File: config.mk
export PLATFORM = sky130hd
export DESIGN_NAME = rv_reg_use_decoder
export DESIGN_NICKNAME = d
export VERILOG_FILES = /design/src/rtl/rv_reg_use_decoder_pkg.sv /design/src/rtl/rv_rd_use.sv /design/src/rtl/rv_wr_use.sv /design/src/rtl/rv_reg_use_decoder.sv
export SDC_FILE = /design/constraint.sdc
export NUM_CORES = 1
export LEC_CHECK = 0
export ABC_CLOCK_PERIOD_IN_PS = 2400
export CORE_MARGIN = 2
export CORE_UTILIZATION = 30
export DETAILED_ROUTE_END_ITERATION = 8
export MAX_ROUTING_LAYER = met4
export PLACE_DENSITY = 0.85
export SYNTH_ARGS = -nofsm -noshare
export SYNTH_HDL_FRONTEND = slang
export SYNTH_SLANG_ARGS = --single-unit
File: constraint.sdc
create_clock -name clk -period 2.4 [get_ports clk]
set_input_delay 0.36 -clock clk [delete_from_list [all_inputs] [get_ports clk]]
set_output_delay 0.36 -clock clk [all_outputs]
set_load 0.01 [all_outputs]
File: src/rtl/rv_reg_use_decoder_pkg.sv
// ---------------------------------------------------------------------------
// rv_reg_use_decoder_pkg
// Shared definitions for the RV32I register-usage decoder:
//   - 5-bit major opcode codes (inst[6:2]) for the classes that touch the
//     integer register file
//   - opcode class enumeration
//   - opc_classify(): maps the low opcode bits of an instruction to a class
// ---------------------------------------------------------------------------
package rv_reg_use_decoder_pkg;

    localparam logic [4:0] OPC_R     = 5'b01100;
    localparam logic [4:0] OPC_ICAL  = 5'b00100;
    localparam logic [4:0] OPC_LOAD  = 5'b00000;
    localparam logic [4:0] OPC_S     = 5'b01000;
    localparam logic [4:0] OPC_B     = 5'b11000;
    localparam logic [4:0] OPC_LUI   = 5'b01101;
    localparam logic [4:0] OPC_AUIPC = 5'b00101;
    localparam logic [4:0] OPC_JAL   = 5'b11011;
    localparam logic [4:0] OPC_JALR  = 5'b11001;

    typedef enum logic [3:0] {
        CLS_NONE  = 4'd0,
        CLS_R     = 4'd1,
        CLS_ICAL  = 4'd2,
        CLS_LOAD  = 4'd3,
        CLS_S     = 4'd4,
        CLS_B     = 4'd5,
        CLS_LUI   = 4'd6,
        CLS_AUIPC = 4'd7,
        CLS_JAL   = 4'd8,
        CLS_JALR  = 4'd9
    } opc_class_t;

    // opc       : inst[6:0]
    // bubble    : whole instruction word is zero
    // check_low : require inst[1:0]==2'b11 for a valid instruction
    // The all-zero bubble is forced to CLS_NONE explicitly: with the low-bit
    // check disabled its opcode field would otherwise look like a LOAD.
    function automatic opc_class_t opc_classify(input logic [6:0] opc,
                                                input logic       bubble,
                                                input logic       check_low);
        opc_class_t cls;
        cls = CLS_NONE;
        if (!bubble && (!check_low || (opc[1:0] == 2'b11))) begin
            case (opc[6:2])
                OPC_R:     cls = CLS_R;
                OPC_ICAL:  cls = CLS_ICAL;
                OPC_LOAD:  cls = CLS_LOAD;
                OPC_S:     cls = CLS_S;
                OPC_B:     cls = CLS_B;
                OPC_LUI:   cls = CLS_LUI;
                OPC_AUIPC: cls = CLS_AUIPC;
                OPC_JAL:   cls = CLS_JAL;
                OPC_JALR:  cls = CLS_JALR;
                default:   cls = CLS_NONE;
            endcase
        end
        return cls;
    endfunction

endpackage

File: src/rtl/rv_rd_use.sv
// ---------------------------------------------------------------------------
// rv_rd_use
// Combinational read-usage decode of one RV32I instruction.
// Ports:
//   i_inst  [31:0] instruction word
//   o_re1          instruction reads rs1
//   o_rs1   [4:0]  raw rs1 field inst[19:15]
//   o_re2          instruction reads rs2
//   o_rs2   [4:0]  raw rs2 field inst[24:20]
// ---------------------------------------------------------------------------
module rv_rd_use #(
    parameter int CHECK_LOW_BITS = 1
) (
    input  logic [31:0] i_inst,
    output logic        o_re1,
    output logic [4:0]  o_rs1,
    output logic        o_re2,
    output logic [4:0]  o_rs2
);
    import rv_reg_use_decoder_pkg::*;

    localparam logic CHK = (CHECK_LOW_BITS != 0);

    opc_class_t w_cls;
    logic       w_bubble;

    assign w_bubble = (i_inst == 32'h0000_0000);
    assign w_cls    = opc_classify(i_inst[6:0], w_bubble, CHK);

    assign o_re1 = (w_cls == CLS_R)    || (w_cls == CLS_ICAL) ||
                   (w_cls == CLS_LOAD) || (w_cls == CLS_S)    ||
                   (w_cls == CLS_B)    || (w_cls == CLS_JALR);
    assign o_re2 = (w_cls == CLS_R) || (w_cls == CLS_S) || (w_cls == CLS_B);

    // Register fields are passed through untouched; consumers qualify them
    // with the enables.
    assign o_rs1 = i_inst[19:15];
    assign o_rs2 = i_inst[24:20];

endmodule

File: src/rtl/rv_wr_use.sv
// ---------------------------------------------------------------------------
// rv_wr_use
// Combinational write-usage decode of one RV32I instruction.
// Ports:
//   i_inst      [31:0] instruction word
//   o_we_stall         writes a nonzero rd (any writer, including loads)
//   o_we_bypass        writes a nonzero rd whose value is ready at end of E
//   o_ws        [4:0]  raw rd field inst[11:7]
//   o_is_load          instruction is a load
// ---------------------------------------------------------------------------
module rv_wr_use #(
    parameter int CHECK_LOW_BITS = 1
) (
    input  logic [31:0] i_inst,
    output logic        o_we_stall,
    output logic        o_we_bypass,
    output logic [4:0]  o_ws,
    output logic        o_is_load
);
    import rv_reg_use_decoder_pkg::*;

    localparam logic CHK = (CHECK_LOW_BITS != 0);

    opc_class_t w_cls;
    logic       w_bubble;
    logic       w_writer;
    logic       w_rd_nz;

    assign w_bubble = (i_inst == 32'h0000_0000);
    assign w_cls    = opc_classify(i_inst[6:0], w_bubble, CHK);

    assign w_writer = (w_cls == CLS_R)     || (w_cls == CLS_ICAL) ||
                      (w_cls == CLS_LOAD)  || (w_cls == CLS_LUI)  ||
                      (w_cls == CLS_AUIPC) || (w_cls == CLS_JAL)  ||
                      (w_cls == CLS_JALR);

    // x0 is hard-wired zero, so a write to it is never a dependency source.
    assign w_rd_nz = (i_inst[11:7] != 5'd0);

    assign o_is_load   = (w_cls == CLS_LOAD);
    assign o_we_stall  = w_writer && w_rd_nz;
    // Load data only arrives in M, so loads can never be forwarded from E.
    assign o_we_bypass = w_writer && !o_is_load && w_rd_nz;
    assign o_ws        = i_inst[11:7];

endmodule

File: src/rtl/rv_reg_use_decoder.sv
// ---------------------------------------------------------------------------
// rv_reg_use_decoder
// Register-usage decoder for the 5-stage RV32I pipeline. Decodes the D-stage
// instruction into read/write usage, keeps an E-stage copy of the write
// descriptor and raises raw load-use / E->D bypass match flags.
// Ports:
//   clk, rst_n                 clock, asynchronous active-low reset
//   inst_d      [31:0]         D-stage instruction
//   en                         advance D->E (capture D write descriptor)
//   flush                      load a bubble into E (wins over en)
//   re1_d/rs1_d, re2_d/rs2_d   D read usage
//   we_stall_d/we_bypass_d/ws_d  D write usage
//   we_stall_e/we_bypass_e/ws_e/is_load_e  registered E write descriptor
//   load_use                   D reads a register a load in E will write
//   bypass_a / bypass_b        rs1 / rs2 of D forwarded from E result
// ---------------------------------------------------------------------------
module rv_reg_use_decoder #(
    parameter int CHECK_LOW_BITS = 1
) (
    input  logic        clk,
    input  logic        rst_n,
    input  logic [31:0] inst_d,
    input  logic        en,
    input  logic        flush,
    output logic        re1_d,
    output logic [4:0]  rs1_d,
    output logic        re2_d,
    output logic [4:0]  rs2_d,
    output logic        we_stall_d,
    output logic        we_bypass_d,
    output logic [4:0]  ws_d,
    output logic        we_stall_e,
    output logic        we_bypass_e,
    output logic [4:0]  ws_e,
    output logic        is_load_e,
    output logic        load_use,
    output logic        bypass_a,
    output logic        bypass_b
);
    logic       w_is_load_d;
    logic       w_rs1_hit;
    logic       w_rs2_hit;

    logic       r_we_stall_e;
    logic       r_we_bypass_e;
    logic [4:0] r_ws_e;
    logic       r_is_load_e;

    rv_rd_use #(
        .CHECK_LOW_BITS (CHECK_LOW_BITS)
    ) u_rd_use_d (
        .i_inst (inst_d),
        .o_re1  (re1_d),
        .o_rs1  (rs1_d),
        .o_re2  (re2_d),
        .o_rs2  (rs2_d)
    );

    rv_wr_use #(
        .CHECK_LOW_BITS (CHECK_LOW_BITS)
    ) u_wr_use_d (
        .i_inst      (inst_d),
        .o_we_stall  (we_stall_d),
        .o_we_bypass (we_bypass_d),
        .o_ws        (ws_d),
        .o_is_load   (w_is_load_d)
    );

    // E-stage write descriptor. flush has priority over en so a squashed
    // slot always becomes a clean bubble.
    always_ff @(posedge clk or negedge rst_n) begin
        if (!rst_n) begin
            r_we_stall_e  <= 1'b0;
            r_we_bypass_e <= 1'b0;
            r_ws_e        <= 5'd0;
            r_is_load_e   <= 1'b0;
        end else if (flush) begin
            r_we_stall_e  <= 1'b0;
            r_we_bypass_e <= 1'b0;
            r_ws_e        <= 5'd0;
            r_is_load_e   <= 1'b0;
        end else if (en) begin
            r_we_stall_e  <= we_stall_d;
            r_we_bypass_e <= we_bypass_d;
            r_ws_e        <= ws_d;
            r_is_load_e   <= w_is_load_d;
        end
    end

    assign we_stall_e  = r_we_stall_e;
    assign we_bypass_e = r_we_bypass_e;
    assign ws_e        = r_ws_e;
    assign is_load_e   = r_is_load_e;

    // The E write enables already exclude rd==x0, so a raw field compare is
    // enough here.
    assign w_rs1_hit = re1_d && (rs1_d == r_ws_e);
    assign w_rs2_hit = re2_d && (rs2_d == r_ws_e);

    assign load_use = r_is_load_e && r_we_stall_e && (w_rs1_hit || w_rs2_hit);
    assign bypass_a = r_we_bypass_e && w_rs1_hit;
    assign bypass_b = r_we_bypass_e && w_rs2_hit;

endmodule

# After elaboration in Yosys (flattened, before gate mapping)
# Memory sizes are Yosys's and may differ from the RTL's.
# Cells that the tools add are included.
# W data, S select, Z words.
[totals]
regBits = 8
mem_bits_ro = 256
out_inout_bits = 30
elab_cells = 61
memories = 2
inputBits = 36
[op_classes]
mux = 10
reduce_logical = 29
n_eq_ne = 16
[mem_list]
columns = ["name", "words", "word_bits", "rd", "rd_ports_with_merged_regs", "write_ports", "line", "text"]
rows = [
  ["(name not given)", 32, 4, 1, 0, 0, "rv_reg_use_decoder_pkg.sv:45", "case (opc[6:2])"],
  ["(name not given)", 32, 4, 1, 0, 0, "rv_reg_use_decoder_pkg.sv:45", ""],
]
[ops]
columns = ["cell", "n"]
rows = [
  ["$logic_not A32 Y1", 1],
  ["$eq A4 B2 Y1 const B", 4],
  ["$eq A4 B3 Y1 const B", 4],
  ["$logic_or A1 B1 Y1", 14],
  ["$eq A4 B4 Y1 const B", 3],
  ["$eq A5 B5 Y1", 2],
  ["$logic_and A1 B1 Y1", 10],
  ["$mux W5", 2],
  ["$eq A4 B1 Y1 const B", 2],
  ["$mux W4", 2],
  ["$mux W1", 6],
  ["$reduce_bool A5 Y1", 1],
  ["$eq A2 B2 Y1 const B", 1],
  ["$logic_not A1 Y1", 2],
  ["$reduce_bool A2 Y1", 1],
]

# Longest topological paths before layout
[depth]
depth_word = 15
depth_mapped = 4
depth_no_buf = 4

# Cells and area by module
# From an unflattened synthesis, not the netlist that was laid out.
[unflattened]
cells_unflattened = 77
hier_area_um2 = 708.2
[modules_own_cells]
columns = ["module", "cells_per_inst", "instances", "seq_area_each_um2", "area_per_inst_um2"]
rows = [
  ["rv_reg_use_decoder", 45, 1, 200.2, 457.9],
  ["rv_rd_use", 16, 1, 0.0, 136.4],
  ["rv_wr_use", 16, 1, 0.0, 113.9],
]

# Worst setup path after synthesis
# Ideal clock, no wire load.
[synth_timing]
path_kind = "reg2out"
from = "register r_ws_e[4] (netlist: ws_e[4])"
to = "output port load_use"
arrival_time_ns = 1.265
slack_ns = 0.775
path_buffers = 0
path_stages_with_launch = 5
required_time_ns = 2.040
cell_sequence = "dfrtp_1 xor2_1 or3_1 nor3_1 o211a_1"
[synth_between]
elab_chain_cells = 4
elab_cells_between_ends = 6
classes_between = "2 x eq/ne; 4 x reduce/logical"
[synth_lines]
columns = ["item", "line", "text"]
rows = [
  ["start: declaration", "rv_reg_use_decoder.sv:46", "logic [4:0] r_ws_e;"],
  ["start signal: assignment", "rv_reg_use_decoder.sv:85", "r_ws_e <= ws_d;"],
  ["$eq A5 B5 Y1 (on tied branches)", "rv_reg_use_decoder.sv:97, rv_reg_use_decoder.sv:98", ""],
  ["$logic_and A1 B1 Y1 (on tied branches)", "rv_reg_use_decoder.sv:97, rv_reg_use_decoder.sv:98", ""],
  ["$logic_or A1 B1 Y1 (*)", "rv_reg_use_decoder.sv:100", "assign load_use = r_is_load_e && r_we_stall_e && (w_rs1_hit || w_rs2_hit);"],
  ["$logic_and A1 B1 Y1 (*)", "rv_reg_use_decoder.sv:100", ""],
  ["end: declaration", "rv_reg_use_decoder.sv:36", "output logic load_use,"],
]
# Every way passes the cells marked *; elsewhere a longest branch is shown, timed or not.

# Worst setup path after layout
[layout_timing]
from = "input port inst_d[3]"
to = "output port re2_d"
[layout_between]
elab_chain_cells = 7
elab_cells_between_ends = 10
classes_between = "3 x eq/ne; 1 x mux; 5 x reduce/logical; 1 x memory"
[layout_lines]
columns = ["item", "line", "text"]
rows = [
  ["start: declaration", "rv_reg_use_decoder.sv:22", "input logic [31:0] inst_d,"],
  ["parallel branches: the longest is 3 deep, another holds $mem_v2 Z32 W4", "n/a", ""],
  ["$mux W4 (*)", "rv_reg_use_decoder_pkg.sv:44", "if (!bubble && (!check_low || (opc[1:0] == 2'b11))) begin"],
  ["$eq A4 B1 Y1 / $eq A4 B3 Y1 (equally long branches)", "rv_rd_use.sv:33", "assign o_re2 = (w_cls == CLS_R) || (w_cls == CLS_S) || (w_cls == CLS_B);"],
  ["$logic_or A1 B1 Y1", "rv_rd_use.sv:33", ""],
  ["$logic_or A1 B1 Y1 (*)", "rv_rd_use.sv:33", ""],
  ["end: declaration", "rv_reg_use_decoder.sv:27", "output logic re2_d,"],
]
# Mark *: on every way between the ends.

==> results.md <==
* Design Area, Final at 1270 um^2
* Final ANT Viol Nets at 0
* Top-count cell post-synth: buf_4
* Final worst setup slack at 0.0910 ns
* Setup skew after layout at 0 ns
* Wire length per cell at 13.4 um
* Crit-path cells: clkdlybuf4s50_1 > and4bb_2 > and3_1 > buf_4 > clkdlybuf4s50_1
* CP peak stage delay at 0.52 ns
* Dpl ws at -0.249 ns
* Antenna violations before repair at 0
* Yosys top cell by area: dfrtp_1
* Req. time, crit path at 2.04 ns
* Most used cell, CP: clkdlybuf4s50_1
* Max Buffers Root-to-Sink at 2
* Status: complete, no violations
* # port buffers at 55
* EDFF count, synth at 0
* Leak at 0.000591 uW
* Core area at 2210 um^2
* Mapped Cells at 77
* Arr. time, crit path at 1.95 ns
* Synth async-reset ratio at 1.00
* Slowest stage cell on the critical path: clkdlybuf4s50_1
* Total Wirelength at 2090 um
* CTS sink cnt at 8
* Rel. slew slack at 0.688
* Die area at 2720 um^2
* Seq/Total Area, Yosys at 0.288
* Top_reg_cell synth: dfrtp_1
* # H-tree levels at 1
* Final hold vios at 0
* Post-Syn Nets at 113
* Synth Register Bits at 8
* Area contributors post-synth: dfrtp_1 (29%), buf_4 (16%), mux2i_1 (8.6%)
* 1st-iter DRT viols at 12
* Max-slew violation count at 0
* Storage element area at 200 um^2
* Unrepaired setup endpoints after global routing: no
* Final setup viols at 0
* Chip height at 52.2 um
* Util after Layout at 0.574
* Tot GR Track Use at 0.167
* Cts bufs inserted at 3
* Synth cell count leaders: buf_4 (15), nor2_1 (10), dfrtp_1 (8), mux2i_1 (6), xnor2_1 (6)
* Pwr Total at 402 uW
* DRC at 0
* Final worst path period share at 0.962
* First-pass GRT wire length at 3280 um
* Crit path capture type: primary output
* Crit path launch type: input port
* CTS tree: done
* Worst-Margin Slew at 0.467 ns
* Drt via density at 4.67
* CTS clk-pin slew, worst paths at 0.05 ns
* Area delta synth->final at 82.4%
* Layout cells sized above 1 at 0.164
* P per Cell Area at 317 nW/um^2
* Unique masters post-synth at 27
* Layout net count at 166
* Area of the multi-input gates at 389 um^2
* Synth top area share at 0.288
* Hold WC Path Type: input port to asynchronous set/reset pin
* IO Count at 66
* Remaining Overflow, GRT at 0
* Minimum clock period at 2.31 ns
* Avg Inst Size Synth at 9.03 um^2
* Routed via count at 728
* Kind of critical path: input port to primary output
* HPWL after DPL at 1760 um
* Clk root buf: clkbuf_4
* Max FO, Critical Path at 4
* Row count at 17
* Max cap viols at 0
* Worst hold margin at 0.393 ns
* Placer Congestion at 0.709
* Initial cell density of the core at 0.314
* First drt pass iteration count at 4
* Pin count of the biggest net entering global routing at 10
* Placed standard-cell area at 1230 um^2
* Fill cell count at 213
* Die Width at 52.2 um
* Synth Warn # at 0
* Clk Latency, worst-skew pair at 0.24 ns
* Syn Std Cell Area at 696 um^2
* Peak supply drop at 0.263 mV
* Max frequency at 433 MHz
* Ant. Diodes at 0
* Vias in the first global route at 776
placed cells by master, fill, tap and decap left out:
| cell type | count |
|---|---|
| nand2_1 | 2 |
| clkbuf_4 | 3 |
| and2_1 | 2 |
| dlygate4sd2_1 | 4 |
| nand2b_1 | 3 |
| and4_4 | 1 |
| clkbuf_2 | 1 |
| nor3_4 | 1 |
| nor2_1 | 10 |
| nor2b_2 | 1 |
| xnor2_1 | 6 |
| nor4b_2 | 1 |
| buf_4 | 10 |
| nor3_1 | 3 |
| o211a_1 | 1 |
| dlymetal6s2s_1 | 1 |
| and4bb_2 | 1 |
| xor2_1 | 4 |
| o21bai_1 | 1 |
| clkdlybuf4s50_1 | 49 |
| dfrtp_1 | 8 |
| o22ai_1 | 1 |
| a21oi_1 | 1 |
| o32ai_2 | 1 |
| a32oi_1 | 1 |
| or3_4 | 1 |
| and3_1 | 1 |
| inv_1 | 1 |
| mux2i_1 | 6 |
| nand4_1 | 1 |
| a211o_1 | 1 |
critical path: cells and delay by family:
| family | cells | cell delay (ns) |
|---|---|---|
| buffers and inverters | 3 | 1.10 |
| AND/OR/NAND/NOR | 2 | 0.50 |
registers in the layout (all words and copies together), names as in the netlist:
name         count
is_load_e        1
ws_e             5
we_bypass_e      1
we_stall_e       1
routing by layer:
layer | part of all wire | vias to the layer above | GRT usage
li1 | - | 355 | -
met4 | 0.0048 | 0 | 0.0256
met2 | 0.56 | 32 | 0.338
met5 | 0 | - | -
met3 | 0.056 | 2 | 0.0259
met1 | 0.38 | 339 | 0.169
report_power, final:
group,internal (uW),total (uW),switching [uW]
clock,56.9,97.7,40.8
combinational,97.8,158,59.8
sequential,140,147,6.75
total,295,402,107
repair_timing:
action,in CTS,in global routing
hold buffers,0,0
setup endpoints to repair,5,1
buffers inserted,1,0
gates resized for setup,7,5
pin swaps,1,1
area by class of cell:
type | count | share of cell area
clock buffer | 3 | 0.0178
inverter | 1 | 0.00296
sequential | 8 | 0.158
multi-input combinational | 51 | 0.307
tap | 28 | 0.0276
timing repair buffer | 65 | 0.487
cells by family after synthesis:
| logic type | after synthesis | share of synthesized area |
|---|---|---|
| buf+inv | 18 | 0.180 |
| flops | 8 | 0.288 |
| simple gates | 28 | 0.230 |
| mux | 6 | 0.0863 |
| xor+xnor | 10 | 0.126 |
| compound gates | 7 | 0.0899 |
metrics by stage:
stage	std cells	TNS (ns)
final	156	0
after global routing	156	0
after CTS	156	0
after detailed placement	152	-0.718
after global placement	152	-0.645
after floorplan	77	0
final timing paths:
path | from | endpoint | slack (ns) | depth (start not counted)
setup / recovery | inst_d[3] | re2_d | 0.09 | 5
hold / removal | rst_n | we_stall_e | 0.39 | 1
setup reg to reg | ws_e[4] | ws_e[4] | 1.56 | 3
hold reg to reg | is_load_e | is_load_e | 0.57 | 2
max in group asynchronous | rst_n | ws_e[4] | 1.75 | 1
min in group clk | is_load_e | is_load_e | 0.57 | 2
Power figures use the tool's default switching activity.
